--- src/rtl/calc_pkg.sv ---
// calc_pkg: shared encodings for the calculadora_mc multi-cycle calculator.
//   op_e    - 2-bit operation select (add, sub, mul, div)
//   state_e - control FSM states (idle, iterating, completion pulse)
package calc_pkg;

    typedef enum logic [1:0] {
        OP_ADD = 2'b00,
        OP_SUB = 2'b01,
        OP_MUL = 2'b10,
        OP_DIV = 2'b11
    } op_e;

    typedef enum logic [1:0] {
        ST_IDLE = 2'b00,
        ST_RUN  = 2'b01,
        ST_DONE = 2'b10
    } state_e;

endpackage

--- src/rtl/mul_div_iter.sv ---
// mul_div_iter: one-bit-per-cycle engine for unsigned shift-add multiply and
// restoring divide. Holds the working pair {hi, lo} and the second operand.
//   clk, rst     - clock, synchronous active-high reset
//   i_load       - capture i_a / i_b / i_div and clear the accumulator
//   i_step       - perform one iteration
//   i_div        - mode captured at load: 1 divide, 0 multiply
//   i_a, i_b     - multiplicand/multiplier or dividend/divisor
//   o_prod_n     - product value that the current step will produce
//   o_quo_n      - quotient value that the current step will produce
//   o_rem_n      - remainder value that the current step will produce
// The "_n" outputs are the post-step values, so the caller can register the
// final result on the same edge as the last iteration.
module mul_div_iter #(
    parameter int W = 8
) (
    input  logic           clk,
    input  logic           rst,
    input  logic           i_load,
    input  logic           i_step,
    input  logic           i_div,
    input  logic [W-1:0]   i_a,
    input  logic [W-1:0]   i_b,
    output logic [2*W-1:0] o_prod_n,
    output logic [W-1:0]   o_quo_n,
    output logic [W-1:0]   o_rem_n
);

    logic [W-1:0] r_hi;
    logic [W-1:0] r_lo;
    logic [W-1:0] r_d;
    logic         r_div;

    logic [W:0]   w_sum;
    logic [W:0]   w_shift;
    logic         w_ge;
    logic [W-1:0] w_diff;
    logic [W-1:0] w_hi_n;
    logic [W-1:0] w_lo_n;

    // Multiply: add the multiplicand into the upper half when the current
    // multiplier bit (lo[0]) is set, then shift {carry, hi, lo} right by one.
    assign w_sum   = {1'b0, r_hi} + (r_lo[0] ? {1'b0, r_d} : '0);

    // Divide: shift the next dividend bit into the partial remainder and keep
    // the trial difference only when it does not go negative. The partial
    // remainder stays below the divisor, so the difference fits in W bits.
    assign w_shift = {r_hi, r_lo[W-1]};
    assign w_ge    = (w_shift >= {1'b0, r_d});
    assign w_diff  = w_shift[W-1:0] - r_d;

    always_comb begin
        w_hi_n = r_hi;
        w_lo_n = r_lo;
        if (r_div) begin
            w_hi_n = w_ge ? w_diff : w_shift[W-1:0];
            w_lo_n = {r_lo[W-2:0], w_ge};
        end else begin
            w_hi_n = w_sum[W:1];
            w_lo_n = {w_sum[0], r_lo[W-1:1]};
        end
    end

    always_ff @(posedge clk) begin
        if (rst) begin
            r_hi  <= '0;
            r_lo  <= '0;
            r_d   <= '0;
            r_div <= 1'b0;
        end else if (i_load) begin
            r_hi  <= '0;
            r_lo  <= i_a;
            r_d   <= i_b;
            r_div <= i_div;
        end else if (i_step) begin
            r_hi  <= w_hi_n;
            r_lo  <= w_lo_n;
        end
    end

    assign o_prod_n = {w_hi_n, w_lo_n};
    assign o_quo_n  = w_lo_n;
    assign o_rem_n  = w_hi_n;

endmodule

--- src/rtl/calculadora_mc.sv ---
// calculadora_mc: W-bit unsigned add/sub/mul/div behind a start/busy/done
// handshake. Add, subtract and divide-by-zero finish straight away; multiply
// and divide run W iterations in mul_div_iter.
//   clk, rst - clock, synchronous active-high reset
//   start    - request, accepted only while idle
//   op       - 00 add, 01 sub, 10 mul, 11 div
//   A, B     - operands (B is the divisor for div)
//   busy     - high in every state except idle
//   done     - one-cycle completion pulse
//   S        - 2W-bit result / quotient, held until the next completion
//   R        - remainder for div, 0 otherwise
//   err      - last operation was a divide by zero
// Handshake: an edge with start=1 while busy=0 accepts the request and
// captures op/A/B; start seen while busy (including the done cycle) is
// dropped. done rises once per accepted request and S/R/err are valid from
// that cycle until the next completion.
module calculadora_mc
    import calc_pkg::*;
#(
    parameter int W = 8
) (
    input  logic           clk,
    input  logic           rst,
    input  logic           start,
    input  logic [1:0]     op,
    input  logic [W-1:0]   A,
    input  logic [W-1:0]   B,
    output logic           busy,
    output logic           done,
    output logic [2*W-1:0] S,
    output logic [W-1:0]   R,
    output logic           err,
    output state_e         o_state
);

    localparam int CW = $clog2(W + 1);

    state_e         r_state;
    op_e            r_op;
    logic [CW-1:0]  r_cnt;
    logic [2*W-1:0] r_s;
    logic [W-1:0]   r_r;
    logic           r_err;

    logic           w_accept;
    op_e            w_op;
    logic [W:0]     w_add;
    logic [W:0]     w_sub;
    logic [2*W-1:0] w_prod_n;
    logic [W-1:0]   w_quo_n;
    logic [W-1:0]   w_rem_n;

    assign w_op     = op_e'(op);
    assign w_accept = (r_state == ST_IDLE) && start;
    assign w_add    = {1'b0, A} + {1'b0, B};
    // Bit W of the extended difference is the borrow, i.e. the sign.
    assign w_sub    = {1'b0, A} - {1'b0, B};

    mul_div_iter #(.W(W)) u_iter (
        .clk      (clk),
        .rst      (rst),
        .i_load   (w_accept),
        .i_step   (r_state == ST_RUN),
        .i_div    (w_op == OP_DIV),
        .i_a      (A),
        .i_b      (B),
        .o_prod_n (w_prod_n),
        .o_quo_n  (w_quo_n),
        .o_rem_n  (w_rem_n)
    );

    always_ff @(posedge clk) begin
        if (rst) begin
            r_state <= ST_IDLE;
            r_op    <= OP_ADD;
            r_cnt   <= '0;
            r_s     <= '0;
            r_r     <= '0;
            r_err   <= 1'b0;
        end else begin
            case (r_state)
                ST_IDLE: begin
                    if (start) begin
                        r_op <= w_op;
                        case (w_op)
                            OP_ADD: begin
                                r_s     <= {{(W-1){1'b0}}, w_add};
                                r_r     <= '0;
                                r_err   <= 1'b0;
                                r_state <= ST_DONE;
                            end
                            OP_SUB: begin
                                r_s     <= {{W{w_sub[W]}}, w_sub[W-1:0]};
                                r_r     <= '0;
                                r_err   <= 1'b0;
                                r_state <= ST_DONE;
                            end
                            OP_MUL: begin
                                r_cnt   <= CW'(W);
                                r_state <= ST_RUN;
                            end
                            default: begin
                                if (B == '0) begin
                                    r_s     <= '1;
                                    r_r     <= A;
                                    r_err   <= 1'b1;
                                    r_state <= ST_DONE;
                                end else begin
                                    r_cnt   <= CW'(W);
                                    r_state <= ST_RUN;
                                end
                            end
                        endcase
                    end
                end
                ST_RUN: begin
                    r_cnt <= r_cnt - 1'b1;
                    // Last iteration: publish the post-step engine values.
                    if (r_cnt == CW'(1)) begin
                        r_state <= ST_DONE;
                        r_err   <= 1'b0;
                        if (r_op == OP_DIV) begin
                            r_s <= {{W{1'b0}}, w_quo_n};
                            r_r <= w_rem_n;
                        end else begin
                            r_s <= w_prod_n;
                            r_r <= '0;
                        end
                    end
                end
                default: begin
                    r_state <= ST_IDLE;
                end
            endcase
        end
    end

    assign busy    = (r_state != ST_IDLE);
    assign done    = (r_state == ST_DONE);
    assign S       = r_s;
    assign R       = r_r;
    assign err     = r_err;
    assign o_state = r_state;

endmodule

--- config.mk ---
export PLATFORM = sky130hd
export DESIGN_NAME = calculadora_mc
export DESIGN_NICKNAME = d
export VERILOG_FILES = /design/src/rtl/calc_pkg.sv /design/src/rtl/mul_div_iter.sv /design/src/rtl/calculadora_mc.sv
export SDC_FILE = /design/constraint.sdc
export NUM_CORES = 1
export LEC_CHECK = 0
export CAP_MARGIN = 10
export CORE_ASPECT_RATIO = 1.5
export CORE_MARGIN = 1.5
export CORE_UTILIZATION = 28
export CTS_BUF_LIST = sky130_fd_sc_hd__clkbuf_16
export CTS_CLUSTER_DIAMETER = 200
export DETAILED_ROUTE_END_ITERATION = 10
export HOLD_SLACK_MARGIN = 0.12
export SLEW_MARGIN = 20
export SYNTH_ARGS = -nofsm -noshare
export SYNTH_HDL_FRONTEND = slang
export SYNTH_SLANG_ARGS = --single-unit
--- constraint.sdc ---
create_clock -name clk -period 2.9 [get_ports clk]
set_input_delay 0.29 -clock clk [delete_from_list [all_inputs] [get_ports clk]]
set_output_delay 0.29 -clock clk [all_outputs]
set_load 0.01 [all_outputs]
==> metrics.cfg, run 1 <==
[outcome]
status=complete, no violations

[power]
irDropWorstVdd_mv=0.3167
p_int_mw=1.926
swShare=0.3028
seqPwrFrac=0.336
power_frac_comb=0.261
p_sw_mw=0.8366
p_leak_nw=2.153
p_clk_frac=0.403
powerDensity_nw_per_um2=523.5

[cts]
clk_pin_slew_ns=0.05
clk_latency_ns=0.33
post_cts_buffers=0
ctsResizeCount=0
root_buffer=clkbuf_16
clockBufferDepth=2
cts_made_buffers=9
cts.sink_count=58
cts_tree=built
ctsHoldBuffers=0
cts_max_level=3

[die]
start_util=0.2861
dieArea_um2=15670
chipHeight_um=152.6
die_width_um=102.7
num_rows=54
coreArea_um2=14590
io_pins=50

[grt]
antenna_found_initial=0
grt_pass1_vias=4290
grt_usage=0.1800
grt_pass1_wl_mm=21.95
grt_start_max_net_pins=30
grt-ovfl-total=0

[finish]
area_delta_synth_final_pct=26.40
fillers=1561
drive_above_1_share=0.1081
final_util=0.3616
final_cells=788
diodes=0
nNetsFinal=646

[critical_path]
rr_endpoint=R[7]
crit_path_max_fanout=10
r2r_start=u_iter.r_lo[0]
endpoint_kind=register
reg2reg_depth=10
cp_data_required_time_ns=3.11
crit_arrival_ns=2.89
worstSetupPathType=register to register
setup.worst_path.start_class=register
rrSetupSlack_ns=0.22

[synth]
syn_area_um2=4175
synth-async-reset-ratio=0
synthFlopType=dfxtp_1
ys_types=68
ys_seq_area_frac=0.2781
yosys_warnings=0
synth_seq_cells=58
postSynthCellCount=529
synth_nets=588
syn_area_per_cell_um2=7.893
synth-edff-count=0

[sta]
fin_skew_ns=0.008492
setup-tns-final_ns=0
finalHoldViolCount=0
slew_viol_final=0
final.min_clock_period_ns=2.676
period_share=0.9227
setup_viol=0
relSlewSlack=0.4898
worst_pin_slew_ns=0.7606
max_freq_mhz=373.7
rsz0062_at_grt=false

[worst_hold_path]
min_path_type=register to register
min-delay-start=S[4]
hold_depth=2
min_to=S[4]

[placement]
detailed_place_hpwl_mm=10.88
portBuffers=49
dp_cells=772
gp_congestion=0.9033

[route]
postRouteAntennaNets=0
drcViolationCount=0
first_pass_iters=5
drt_wl_total_mm=13.50
dr_total_vias=4175
avgRoutedWirePerCell_um=17.13
drt_iter0_drc=249
vias_per_cell=5.298

[job]
max_cap_violations=0

-- metrics by stage --
| stage | worst slack (ns) | total power [mW] | hold slack (ns) | instance area (um2) |
|---|---|---|---|---|
| global placement | 0.08086 | 1.649 | 0.4464 | 4967 |
| global route | 0.05787 | 2.874 | 0.4970 | 5278 |
| finish | 0.2242 | 2.763 | 0.4553 | 5278 |
| floorplan | 0.6301 | 1.374 | 0.4260 | 4175 |
| CTS | 0.2272 | 2.772 | 0.4617 | 5278 |
| detailed placement | 0.02804 | 1.661 | 0.4498 | 4967 |
-- worst max path at each step --
stage,slack [ns],to,from,cells after the start
floorplan,0.63,R[7],u_iter.r_lo[0],10
global placement,0.08,S[10],A[0],11
detailed placement,0.03,S[10],A[0],11
CTS,0.23,R[7],u_iter.r_lo[0],10
global route,0.06,R[7],u_iter.r_lo[0],10
finish,0.22,R[7],u_iter.r_lo[0],10
-- layer usage --
layer	wire [um]	vias up	GRT usage
li1	-	2026	-
met1	5013	1975	0.1886
met2	7280	131	0.3292
met3	474	43	0.02798
met4	731	0	0.1031
met5	0	-	0
-- power by group through the flow --
stage               clock network (mW)  logic (mW)  registers [mW]
floorplan                            0       0.437           0.937
global placement                     0       0.707           0.942
detailed placement                   0       0.718           0.943
CTS                               1.12       0.722           0.928
global route                      1.15       0.787           0.937
finish                            1.11       0.721           0.928
-- sequential cells by signal (all words and copies together), names as in the netlist --
register	count
R	8
u_iter.r_hi	8
r_cnt	4
u_iter.r_div	1
o_state	2
u_iter.r_d	8
err	1
r_op	2
S	16
u_iter.r_lo	8
-- cells in the final DEF, fill, tap and decap left out, types with 4 or more instances in the layout --
master and n:
dfxtp_1 58, nand2_1 58, a21oi_1 51, clkdlybuf4s50_1 49
nor2_1 41, inv_1 38, ha_1 34, o21ai_0 28
buf_4 23, nor3_1 16, nand3_1 15, and2_1 11
xnor2_1 10, o21a_1 9, clkbuf_16 9, a31oi_1 8
mux2i_1 8, a22oi_1 7, o21ai_1 6, o211a_1 6
nor2b_1 5, nor4_1 5, nand2b_1 5, o31ai_1 5
o221a_2 5, clkinv_1 4, a211oi_1 4, a221oi_1 4
or3_1 4, fa_1 4
-- kinds of logic after synthesis --
group | Yosys count | share of synthesized area
adders and majority gates | 38 | 0.1211
DFF | 58 | 0.2781
and+or+nand+nor | 172 | 0.1990
AOI/OAI and AO/OA | 174 | 0.2871
xor gates and xnor gates | 13 | 0.02727
buffers and inverters | 64 | 0.06293
muxes | 10 | 0.02457
-- cell type report --
| type | instances | area, um2 | area share |
|---|---|---|---|
| tap | 196 | 245.2 | 0.04647 |
| timing repair buffer | 72 | 663.1 | 0.1257 |
| inverter | 39 | 146.4 | 0.02774 |
| clock inverter | 7 | 85.08 | 0.01612 |
| multi-input combinational | 407 | 2751 | 0.5213 |
| clock buffer | 9 | 225.2 | 0.04267 |
| sequential | 58 | 1161 | 0.2200 |
-- cell usage after synthesis, drive strengths merged, types with 3 or more instances --
cell type	count	area share
nor4	5	0.0075
nand2b	5	0.0075
o211a	6	0.014
o311ai	4	0.0084
o31ai	6	0.014
o21bai	3	0.0054
nor3	17	0.023
a221oi	4	0.0084
a31oi	8	0.012
a21o	3	0.0054
mux2i	8	0.019
clkbuf	16	0.015
xnor2	10	0.021
o221a	5	0.013
ha	34	0.10
fa	4	0.019
nand2	59	0.055
dfxtp	58	0.28
o21ai	36	0.045
a211oi	5	0.010
o211ai	3	0.0054
a22oi	7	0.013
nand3	16	0.022
nor2b	6	0.011
o21a	9	0.016
a311oi	4	0.011
a21oi	54	0.067
inv	37	0.033
and2	11	0.016
nor2	44	0.041
or3	5	0.0087
xor2	3	0.0063
buf	8	0.011
-- worst max-delay path, cell delays in order, from the launching register on --
cell and delay (ns):
dfxtp_1 0.39, and2_1 0.18, ha_1 0.23, fa_1 0.42, a21oi_1 0.21, nor3_1 0.10
o21a_1 0.19, o41ai_1 0.33, a311oi_2 0.12, a32oi_1 0.30, a21oi_1 0.10
Power figures use the tool's default switching activity.
==> run 2, diff against run 1 <==
--- a/constraint.sdc
+++ b/constraint.sdc
@@ -3,2 +3,2 @@
 set_output_delay 0.29 -clock clk [all_outputs]
-set_load 0.01 [all_outputs]
+set_load 0.005 [all_outputs]
==> results of run 2 <==
Same layout as run 1 (identical final DEF). Status: complete, no violations.
Among the figures that moved: total power 2.763 mW -> 2.747 mW; worst IR drop on VDD 0.3167 mV -> 0.3087 mV
==> run 3, diff against run 2 <==
- CORE_MARGIN: 1.5 -> default
==> metrics.cfg, run 3 (synthesis gave the netlist of run 1 again) <==
[outcome]
status=complete, no violations

[die]
io_pins=50
coreArea_um2=14530
start_util=0.2874
die_width_um=101.7
num_rows=54
dieArea_um2=15410
chipHeight_um=151.6

[critical_path]
crit_arrival_ns=2.91
worstSetupPathType=register to register
setup.worst_path.start_class=register
endpoint_kind=register
crit_path_max_fanout=8
cp_data_required_time_ns=3.11

[sta]
setup-tns-final_ns=0
max_freq_mhz=370.4
fin_skew_ns=0.007330
setup_viol=0
finalHoldViolCount=0
slew_viol_final=0
setup_slack_ns=0.2000
final.min_clock_period_ns=2.700
rsz0062_at_grt=false
period_share=0.9310
worst_pin_slew_ns=0.7537
relSlewSlack=0.4944

[cts]
post_cts_buffers=0
ctsHoldBuffers=0
cts_max_level=3
ctsResizeCount=0
clk_latency_ns=0.33
cts.sink_count=58
cts_made_buffers=9
clk_pin_slew_ns=0.05
clockBufferDepth=2
root_buffer=clkbuf_16
cts_tree=built

[finish]
area_delta_synth_final_pct=27.27
drive_above_1_share=0.1147
fillers=1501
final_cell_mix=dfxtp_1 (58), nand2_1 (58), a21oi_1 (51)
nNetsFinal=647
diodes=0
largest_register_ffs=16

[route]
dr_total_vias=4172
postRouteAntennaNets=0
drcViolationCount=0
vias_per_cell=5.288
drt_wl_total_mm=13.79
drt_iter0_drc=337
avgRoutedWirePerCell_um=17.48
first_pass_iters=4

[power]
powerDensity_nw_per_um2=525.4
p_leak_nw=2.158
irDropWorstVdd_mv=0.3130

[grt]
grt_pass1_wl_mm=22.32
grt_pass1_vias=4382
grt_usage=0.1910
grt-ovfl-total=0
antenna_found_initial=0
grt_start_max_net_pins=30

[worst_hold_path]
min_path_type=register to register

[placement]
gp_congestion=0.9355
detailed_place_hpwl_mm=11.06
dp_slack_ns=0.04854
portBuffers=49

[job]
max_cap_violations=0

==> run 3: worst paths after layout <==
| kind | from | endpoint | slack (ns) | depth (start not counted) |
|---|---|---|---|---|
| worst max register to register | u_iter.r_lo[0] | R[7] | 0.20 | 10 |
| worst min-delay path | err | err | 0.46 | 2 |
| worst min register to register | err | err | 0.46 | 2 |
| worst max-delay path | u_iter.r_lo[0] | R[7] | 0.20 | 10 |
==> run 3: area by class of cell <==
cell class / count / area [um2] / area share
Inverter: 39 / 146.4 / 0.02755
Tap cell: 196 / 245.2 / 0.04615
Clock buffer: 9 / 225.2 / 0.04238
Timing Repair Buffer: 73 / 683.2 / 0.1286
Clock inverter: 7 / 101.3 / 0.01907
Sequential cell: 58 / 1161 / 0.2185
Multi-Input combinational cell: 407 / 2751 / 0.5178
==> run 3: power breakdown <==
| group | leakage (nW) | internal, mW | switching [mW] |
|---|---|---|---|
| logic | 1.53 | 0.321 | 0.389 |
| clock network | 0.152 | 0.757 | 0.399 |
| registers | 0.476 | 0.866 | 0.0601 |
==> run 3: routing by layer <==
layer / GRT usage / vias up / routed length (um)
met5: 0 / - / 0
met4: 0.1594 / 0 / 1114
met3: 0.02661 / 61 / 529
met2: 0.3409 / 138 / 7087
met1: 0.1946 / 1946 / 5057
li1: - / 2027 / -
==> run 3: critical path, stage by stage (launching register included) <==
cell and delay, ns:
dfxtp_1 0.38, and2_1 0.17, ha_1 0.23, fa_1 0.41, a21oi_1 0.22, nor3_1 0.12
o21a_1 0.19, o41ai_1 0.31, a311oi_2 0.11, a32oi_1 0.32, a21oi_1 0.11
==> run 3: per-stage QoR <==
stage	instances	util	power, mW	area [um2]	hold slack, ns
after floorplan	529	-	1.359	4175	0.4260
after CTS	789	0.3658	2.805	5314	0.4629
after global routing	789	0.3658	2.925	5314	0.4875
after detailed placement	773	0.3433	1.645	4987	0.4546
after global placement	773	0.3433	1.631	4987	0.4446
final	789	0.3658	2.792	5314	0.4600
